<file path="config.mk">
export PLATFORM = sky130hd
export DESIGN_NAME = pcmplay_barcolor_seq
export DESIGN_NICKNAME = d
export VERILOG_FILES = /design/src/rtl/pcmplay_barcolor_seq.sv
export SDC_FILE = /design/constraint.sdc
export NUM_CORES = 1
export LEC_CHECK = 0
export ABC_AREA = 1
export BUFFER_PORTS_ARGS = -buffer_cell sky130_fd_sc_hd__buf_4
export CAP_MARGIN = 20
export CORE_ASPECT_RATIO = 0.75
export CORE_MARGIN = 4
export CORE_UTILIZATION = 50
export DETAILED_ROUTE_END_ITERATION = 7
export GPL_TIMING_DRIVEN = 0
export PLACE_DENSITY_LB_ADDON = 0.15
export SETUP_SLACK_MARGIN = 0.15
export SLEW_MARGIN = 15
export SYNTH_ARGS = -nofsm -noshare
export SYNTH_HDL_FRONTEND = slang
export SYNTH_SLANG_ARGS = --single-unit
</file>
<file path="constraint.sdc">
create_clock -name clk -period 6.4 [get_ports clk]
set_input_delay 0.32 -clock clk [delete_from_list [all_inputs] [get_ports clk]]
set_output_delay 0.32 -clock clk [all_outputs]
set_load 0.02 [all_outputs]
</file>
<file path="src/rtl/pcmplay_barcolor_seq.sv">
// Bar-colour sequencer: fades an RGB444 colour through a 4-entry palette, paced by frame_tick.
// Optional macro BARCOLOR_SEQ_IRQ_EN implements CTRL.irq_en and the irq output.
module pcmplay_barcolor_seq (
  input  logic        clk,
  input  logic        reset_n,
  input  logic [2:0]  address,
  input  logic        chipselect,
  input  logic        write_n,
  input  logic [31:0] writedata,
  output logic [31:0] readdata,
  input  logic        frame_tick,
  output logic [11:0] out_port,
  output logic        irq
);

  typedef enum logic [1:0] {
    ST_IDLE = 2'd0,
    ST_FADE = 2'd1,
    ST_HOLD = 2'd2
  } state_t;

  state_t      state_r, state_nx_s;
  logic [1:0]  idx_r, idx_nx_s;
  logic [11:0] color_r, color_nx_s;
  logic [7:0]  hold_cnt_r, hold_cnt_nx_s;
  logic        done_r, done_nx_s;
  logic [15:0] presc_r, presc_nx_s;
  logic        step_r, step_nx_s;
  logic        irq_r;

  logic        loop_r;
  logic [1:0]  last_r;
  logic [15:0] div_r;
  logic [7:0]  hold_r;
  logic [11:0] pal_r [4];

  logic        wr_s, wr_ctrl_s, wr_status_s, busy_s;
  logic        irq_en_s, irq_en_nx_s;

  assign wr_s        = chipselect & ~write_n;
  assign wr_ctrl_s   = wr_s && (address == 3'd0);
  assign wr_status_s = wr_s && (address == 3'd1);
  assign busy_s      = (state_r != ST_IDLE);

`ifdef BARCOLOR_SEQ_IRQ_EN
  logic irq_en_r;

  // Interrupt enable bit of CTRL
  always_ff @(posedge clk or negedge reset_n) begin
    if (!reset_n) begin
      irq_en_r <= 1'b0;
    end else if (wr_ctrl_s) begin
      irq_en_r <= writedata[2];
    end else begin
      irq_en_r <= irq_en_r;
    end
  end

  assign irq_en_s    = irq_en_r;
  assign irq_en_nx_s = wr_ctrl_s ? writedata[2] : irq_en_r;
`else
  assign irq_en_s    = 1'b0;
  assign irq_en_nx_s = 1'b0;
`endif

  // One-step move of a nibble toward its target, saturating at the target
  function automatic logic [3:0] nib_step(input logic [3:0] cur, input logic [3:0] tgt);
    logic [3:0] res;
    if (cur < tgt) begin
      res = cur + 4'd1;
    end else if (cur > tgt) begin
      res = cur - 4'd1;
    end else begin
      res = cur;
    end
    return res;
  endfunction

  // Software-configured registers: CTRL loop/last, DIV, HOLD and palette
  always_ff @(posedge clk or negedge reset_n) begin
    if (!reset_n) begin
      loop_r <= 1'b0;
      last_r <= 2'd0;
      div_r  <= 16'd0;
      hold_r <= 8'd0;
      for (int i = 0; i < 4; i++) begin
        pal_r[i] <= 12'd0;
      end
    end else if (wr_s) begin
      case (address)
        3'd0: begin
          loop_r <= writedata[1];
          last_r <= writedata[5:4];
        end
        3'd2:    div_r  <= writedata[15:0];
        3'd3:    hold_r <= writedata[7:0];
        3'd4, 3'd5, 3'd6, 3'd7: pal_r[address[1:0]] <= writedata[11:0];
        default: loop_r <= loop_r;
      endcase
    end else begin
      loop_r <= loop_r;
    end
  end

  // Next-state logic: prescaler, fade/hold sequencing, run control and done flag
  always_comb begin
    state_nx_s    = state_r;
    idx_nx_s      = idx_r;
    color_nx_s    = color_r;
    hold_cnt_nx_s = hold_cnt_r;
    done_nx_s     = done_r;
    presc_nx_s    = presc_r;
    step_nx_s     = 1'b0;
    if (wr_status_s && writedata[1]) begin
      done_nx_s = 1'b0;
    end else begin
      done_nx_s = done_r;
    end
    if (busy_s && frame_tick) begin
      if (presc_r >= div_r) begin
        presc_nx_s = 16'd0;
        step_nx_s  = 1'b1;
      end else begin
        presc_nx_s = presc_r + 16'd1;
        step_nx_s  = 1'b0;
      end
    end else begin
      presc_nx_s = presc_r;
      step_nx_s  = 1'b0;
    end
    if (busy_s && wr_ctrl_s && !writedata[0]) begin
      state_nx_s = ST_IDLE;
    end else begin
      case (state_r)
        ST_IDLE: begin
          if (wr_ctrl_s && writedata[0]) begin
            state_nx_s = ST_FADE;
            idx_nx_s   = 2'd0;
            presc_nx_s = 16'd0;
            step_nx_s  = 1'b0;
          end else if (wr_status_s && !writedata[1]) begin
            color_nx_s = writedata[27:16];
          end else begin
            color_nx_s = color_r;
          end
        end
        ST_FADE: begin
          if (step_r) begin
            if (color_r == pal_r[idx_r]) begin
              state_nx_s    = ST_HOLD;
              hold_cnt_nx_s = hold_r;
            end else begin
              color_nx_s = {nib_step(color_r[11:8], pal_r[idx_r][11:8]),
                            nib_step(color_r[7:4],  pal_r[idx_r][7:4]),
                            nib_step(color_r[3:0],  pal_r[idx_r][3:0])};
            end
          end else begin
            state_nx_s = ST_FADE;
          end
        end
        ST_HOLD: begin
          if (step_r) begin
            if (hold_cnt_r != 8'd0) begin
              hold_cnt_nx_s = hold_cnt_r - 8'd1;
            end else if (idx_r < last_r) begin
              idx_nx_s   = idx_r + 2'd1;
              state_nx_s = ST_FADE;
            end else if (loop_r) begin
              idx_nx_s   = 2'd0;
              state_nx_s = ST_FADE;
            end else begin
              // hardware set overrides a same-cycle W1C
              state_nx_s = ST_IDLE;
              done_nx_s  = 1'b1;
            end
          end else begin
            state_nx_s = ST_HOLD;
          end
        end
        default: state_nx_s = ST_IDLE;
      endcase
    end
  end

  // Sequencer state registers
  always_ff @(posedge clk or negedge reset_n) begin
    if (!reset_n) begin
      state_r    <= ST_IDLE;
      idx_r      <= 2'd0;
      color_r    <= 12'd0;
      hold_cnt_r <= 8'd0;
      done_r     <= 1'b0;
      presc_r    <= 16'd0;
      step_r     <= 1'b0;
      irq_r      <= 1'b0;
    end else begin
      state_r    <= state_nx_s;
      idx_r      <= idx_nx_s;
      color_r    <= color_nx_s;
      hold_cnt_r <= hold_cnt_nx_s;
      done_r     <= done_nx_s;
      presc_r    <= presc_nx_s;
      step_r     <= step_nx_s;
      irq_r      <= done_nx_s & irq_en_nx_s;
    end
  end

  // Register read mux; run reads back as the busy flag
  always_comb begin
    readdata = 32'd0;
    case (address)
      3'd0:    readdata = {26'd0, last_r, 1'b0, irq_en_s, loop_r, busy_s};
      3'd1:    readdata = {4'd0, color_r, 6'd0, state_r, 2'd0, idx_r, 2'd0, done_r, busy_s};
      3'd2:    readdata = {16'd0, div_r};
      3'd3:    readdata = {24'd0, hold_r};
      3'd4, 3'd5, 3'd6, 3'd7: readdata = {20'd0, pal_r[address[1:0]]};
      default: readdata = 32'd0;
    endcase
  end

  assign out_port = color_r;
  assign irq      = irq_r;

endmodule

</file>
==> key figures <==
Run status
  – Status: finished clean

Setup path
  – Worst endpoint required time: 6690 ps
  – Setup Crit Path Kind: reg2reg
  – CP delay by family, top: compound AO/OA/AOI/OAI gates
  – CP cell instances: buf_2, clkbuf_1, o21ai_0, a21oi_1, ha_1, a21oi_1, nand2_1, ha_1, a21oi_1, nand3_1, nand2_1, nand2_1, nand3_1, nand2_1, nand2_1, o21ai_0
  – Startpoint type of the worst setup path: register
  – Worst-path fanout max: 10
  – Reg2Reg Depth: 16
  – Buffers & Inverters on Critical Path: 2
  – Crit path top cell by count: nand2_1
  – Critical Path Max Stage Delay: 510 ps
  – RR Startpoint: idx_r[0]
  – CP arrival: 3870 ps
  – Slowest CP cell: clkbuf_1
  – Crit. End Element: register
  – End of the worst register-to-register path: out_port[7]
  – FF-to-FF setup slack: 2820 ps

Global routing
  – Grt total ovfl: 0
  – Initial antenna violation count: 0
  – Global-route wire length before repair: 34500 um
  – Largest net degree at the start of global routing: 73
  – Total track usage: 0.264
  – Vias in the first global route: 6469

Floorplanning
  – # IOs: 85
  – Core area: 0.0140 mm^2
  – DIE HEIGHT: 113 um
  – Die ar.: 0.0166 mm^2
  – Site Rows: 37
  – Die Span X: 147 um
  – Initial core utilization: 0.521

Yosys
  – Leading area contributor after synthesis: dfrtp_1
  – Post-synth EDFFs: 0
  – Synth Register Bits: 117
  – Gate Count Post-Synth: 988
  – Main synth FF type: dfrtp_1
  – Post-Syn Area: 0.00729 mm^2
  – Synth warn: 0
  – Yosys cell types: 41
  – Synthesized area per cell: 7.38 um^2
  – Ys async rst share: 1.00
  – Post-synthesis sequential area ratio: 0.402
  – Post-synth top area share: 0.402
  – Ranking of synthesized cells by area: dfrtp_1 40%, nand2_1 14%, o21ai_0 8.3%

Job
  – Max_cap viols: 0

CTS
  – Hold_buf cts: 1
  – Clock root buffer: clkbuf_16
  – Cells resized by post-CTS repair: 0
  – Clock Tree Buf Depth: 2
  – Post-CTS setup buffers: 0
  – Clk sinks: 117
  – Clock-pin slew on the worst setup and hold paths: 60 ps
  – Clk_lat worst skew: 430 ps
  – Num CTS Buffers: 17
  – H-tree levels: 4
  – TritonCTS clock tree: built

Min path
  – Worst Hold Launch: writedata[11]
  – Hold endpoint: pal_r[11]
  – Cell count of the worst hold path: 3
  – Worst Hold Class: in2reg

Timing
  – Min Tclk post-route: 3580 ps
  – RSZ-0062 raised after global routing: no
  – Final hold violation count: 0
  – Layout Skew: 7.19 ps
  – Max_slew headroom: 0.580
  – Worst slew pin tran: 630 ps
  – Post-Route Setup TNS: 0 ps
  – Fmax achieved: 279 MHz
  – Final Max Tran Viols: 0
  – Final number of setup-violating endpoints: 0
  – Period utilisation layout: 0.560

Drt
  – Residual DRC: 0
  – Routed WL: 21400 um
  – Pre-Repair DR Iteration Count: 5
  – Total number of vias: 7019
  – DRT iter0 DRCs: 682
  – Wire length per cell: 16.5 um
  – Vias per cell: 5.42
  – Antenna Nets Post-Route: 0

Place
  – GPL Wtd Cong: 0.932
  – Placed Instances: 1263
  – Placed Area: 0.00814 mm^2
  – PortBufs: 75
  – Final HPWL DP: 15900 um

Power and ir drop
  – PD cells: 390 mW/mm^2
  – Worst vdd ir: 0.000193 V
  – Pleak: 4.40 nW

Cells and area
  – Layout cells sized above 1: 0.138
  – # diodes: 0
  – Finished Layout Cells: 1296
  – Nets: 1175
  – Fin util: 0.625
  – P&R area growth vs syn: 19.9%
  – Final Cell Area: 0.00874 mm^2
-- routing by layer --
layer	up-vias	track usage	part of all wire
met1	3228	0.396	0.47
met2	339	0.369	0.41
met5	-	0	0
met4	0	0.0975	0.026
met3	42	0.0642	0.098
li1	3410	-	-
-- area by class of cell --
cell class,instances,area [um^2]
tap,195,244
multi-input combinational,705,3710
sequential,117,2930
buffer,33,156
clock inverter,13,146
timing repair buffer,77,604
fill,1260,5240
inverter,137,514
clock buffer,19,443
-- synth_stat cells (all sizes together), types with 2 or more instances --
master   number
o31ai         3
buf          17
xor2          8
nand2       267
dfrtp       117
fa            3
a21oi        56
o221ai        6
o21bai        6
inv         136
nand4        12
o21ai       124
nor2         94
o211ai        2
o2111ai       4
mux2          2
nand3        32
xnor2         4
nor3          5
a31oi         2
clkbuf       16
ha           44
o22ai        19
-- report_power, final --
| part | internal, W | leakage (nW) | total (W) | switching (W) |
|---|---|---|---|---|
| Combinational | 0.000496 | 2.68 | 0.00135 | 0.000857 |
| Clock | 0.000587 | 0.273 | 0.000960 | 0.000374 |
| Sequential | 0.000932 | 1.44 | 0.00110 | 0.000167 |
-- state kept, by name, indices dropped and copies added (netlist names) --
signal,cells
done_r,1
state_r,2
hold_r,8
step_r,1
hold_cnt_r,8
pal_r,48
last_r,2
presc_r,16
out_port,12
loop_r,1
idx_r,2
div_r,16
-- worst register-to-register path, stage by stage (launching register included) --
cell and delay, ps:
dfrtp_1 320, buf_2 230, clkbuf_1 510, o21ai_0 230
a21oi_1 400, ha_1 330, a21oi_1 160, nand2_1 180
ha_1 380, a21oi_1 220, nand3_1 120, nand2_1 80
nand2_1 50, nand3_1 60, nand2_1 50, nand2_1 50
o21ai_0 80
-- kinds of logic after synthesis --
family / share of synthesized area
buffers and inverters: 0.0920
adders and majority gates: 0.0837
and+or+nand+nor: 0.235
other: 0.000514
AOI/OAI and AO/OA: 0.169
xor gates and xnor gates: 0.0144
muxes: 0.00309
DFF: 0.402
-- per-stage QoR --
| step | hold slack [ps] | setup WS, ps | power [W] |
|---|---|---|---|
| after floorplan | 24.4 | 3670 | 0.00203 |
| after global placement | 458 | 3040 | 0.00241 |
| after detailed placement | 283 | 2990 | 0.00244 |
| after CTS | 123 | 2960 | 0.00341 |
| after global routing | 142 | 2510 | 0.00369 |
| final | 131 | 2820 | 0.00341 |
-- how the worst max path moves through the flow --
stage / startpoint / to / slack, ps / depth (start not counted)
2_1_floorplan: idx_r[0] / out_port[3] / 3670 / 19
3_3_place_gp: idx_r[0] / out_port[3] / 3040 / 19
3_5_place_dp: idx_r[0] / out_port[7] / 2990 / 16
4_1_cts: idx_r[0] / out_port[7] / 2960 / 16
5_1_grt: idx_r[0] / out_port[3] / 2510 / 18
6_report: idx_r[0] / out_port[7] / 2820 / 16
-- cells in the final DEF (no fill, tap or decap), types with 2 or more instances in the layout --
cell        netlist  final
clkbuf_1         16     17
inv_2             7      7
nor2_1           81     81
o211ai_1          2      2
buf_4             5     79
inv_1           129    129
dfrtp_1         117    117
a31oi_1           2      2
nand2_2           2      2
nand2_1         265    265
mux2_2            2      2
xnor2_1           4      4
a21oi_1          56     56
o31ai_1           3      3
o2111ai_1         4      4
fa_1              3      3
ha_1             44     44
o21ai_0         121    121
nand3_2           2      2
nand3_1          30     30
buf_2            11     11
inv_6             0      4
conb_1            1      5
bufinv_16         0      2
o221ai_1          6      6
nand4_1          12     12
o22ai_1          19     19
o21ai_1           3      3
nor3_1            3      3
clkbuf_16         0     17
xor2_1            8      8
nor3_2            2      2
o21bai_1          6      6
nor2_4            5      5
clkinvlp_4        0      5
nor2_2            8      8
Note: power is estimated with default switching activity, not from simulation.
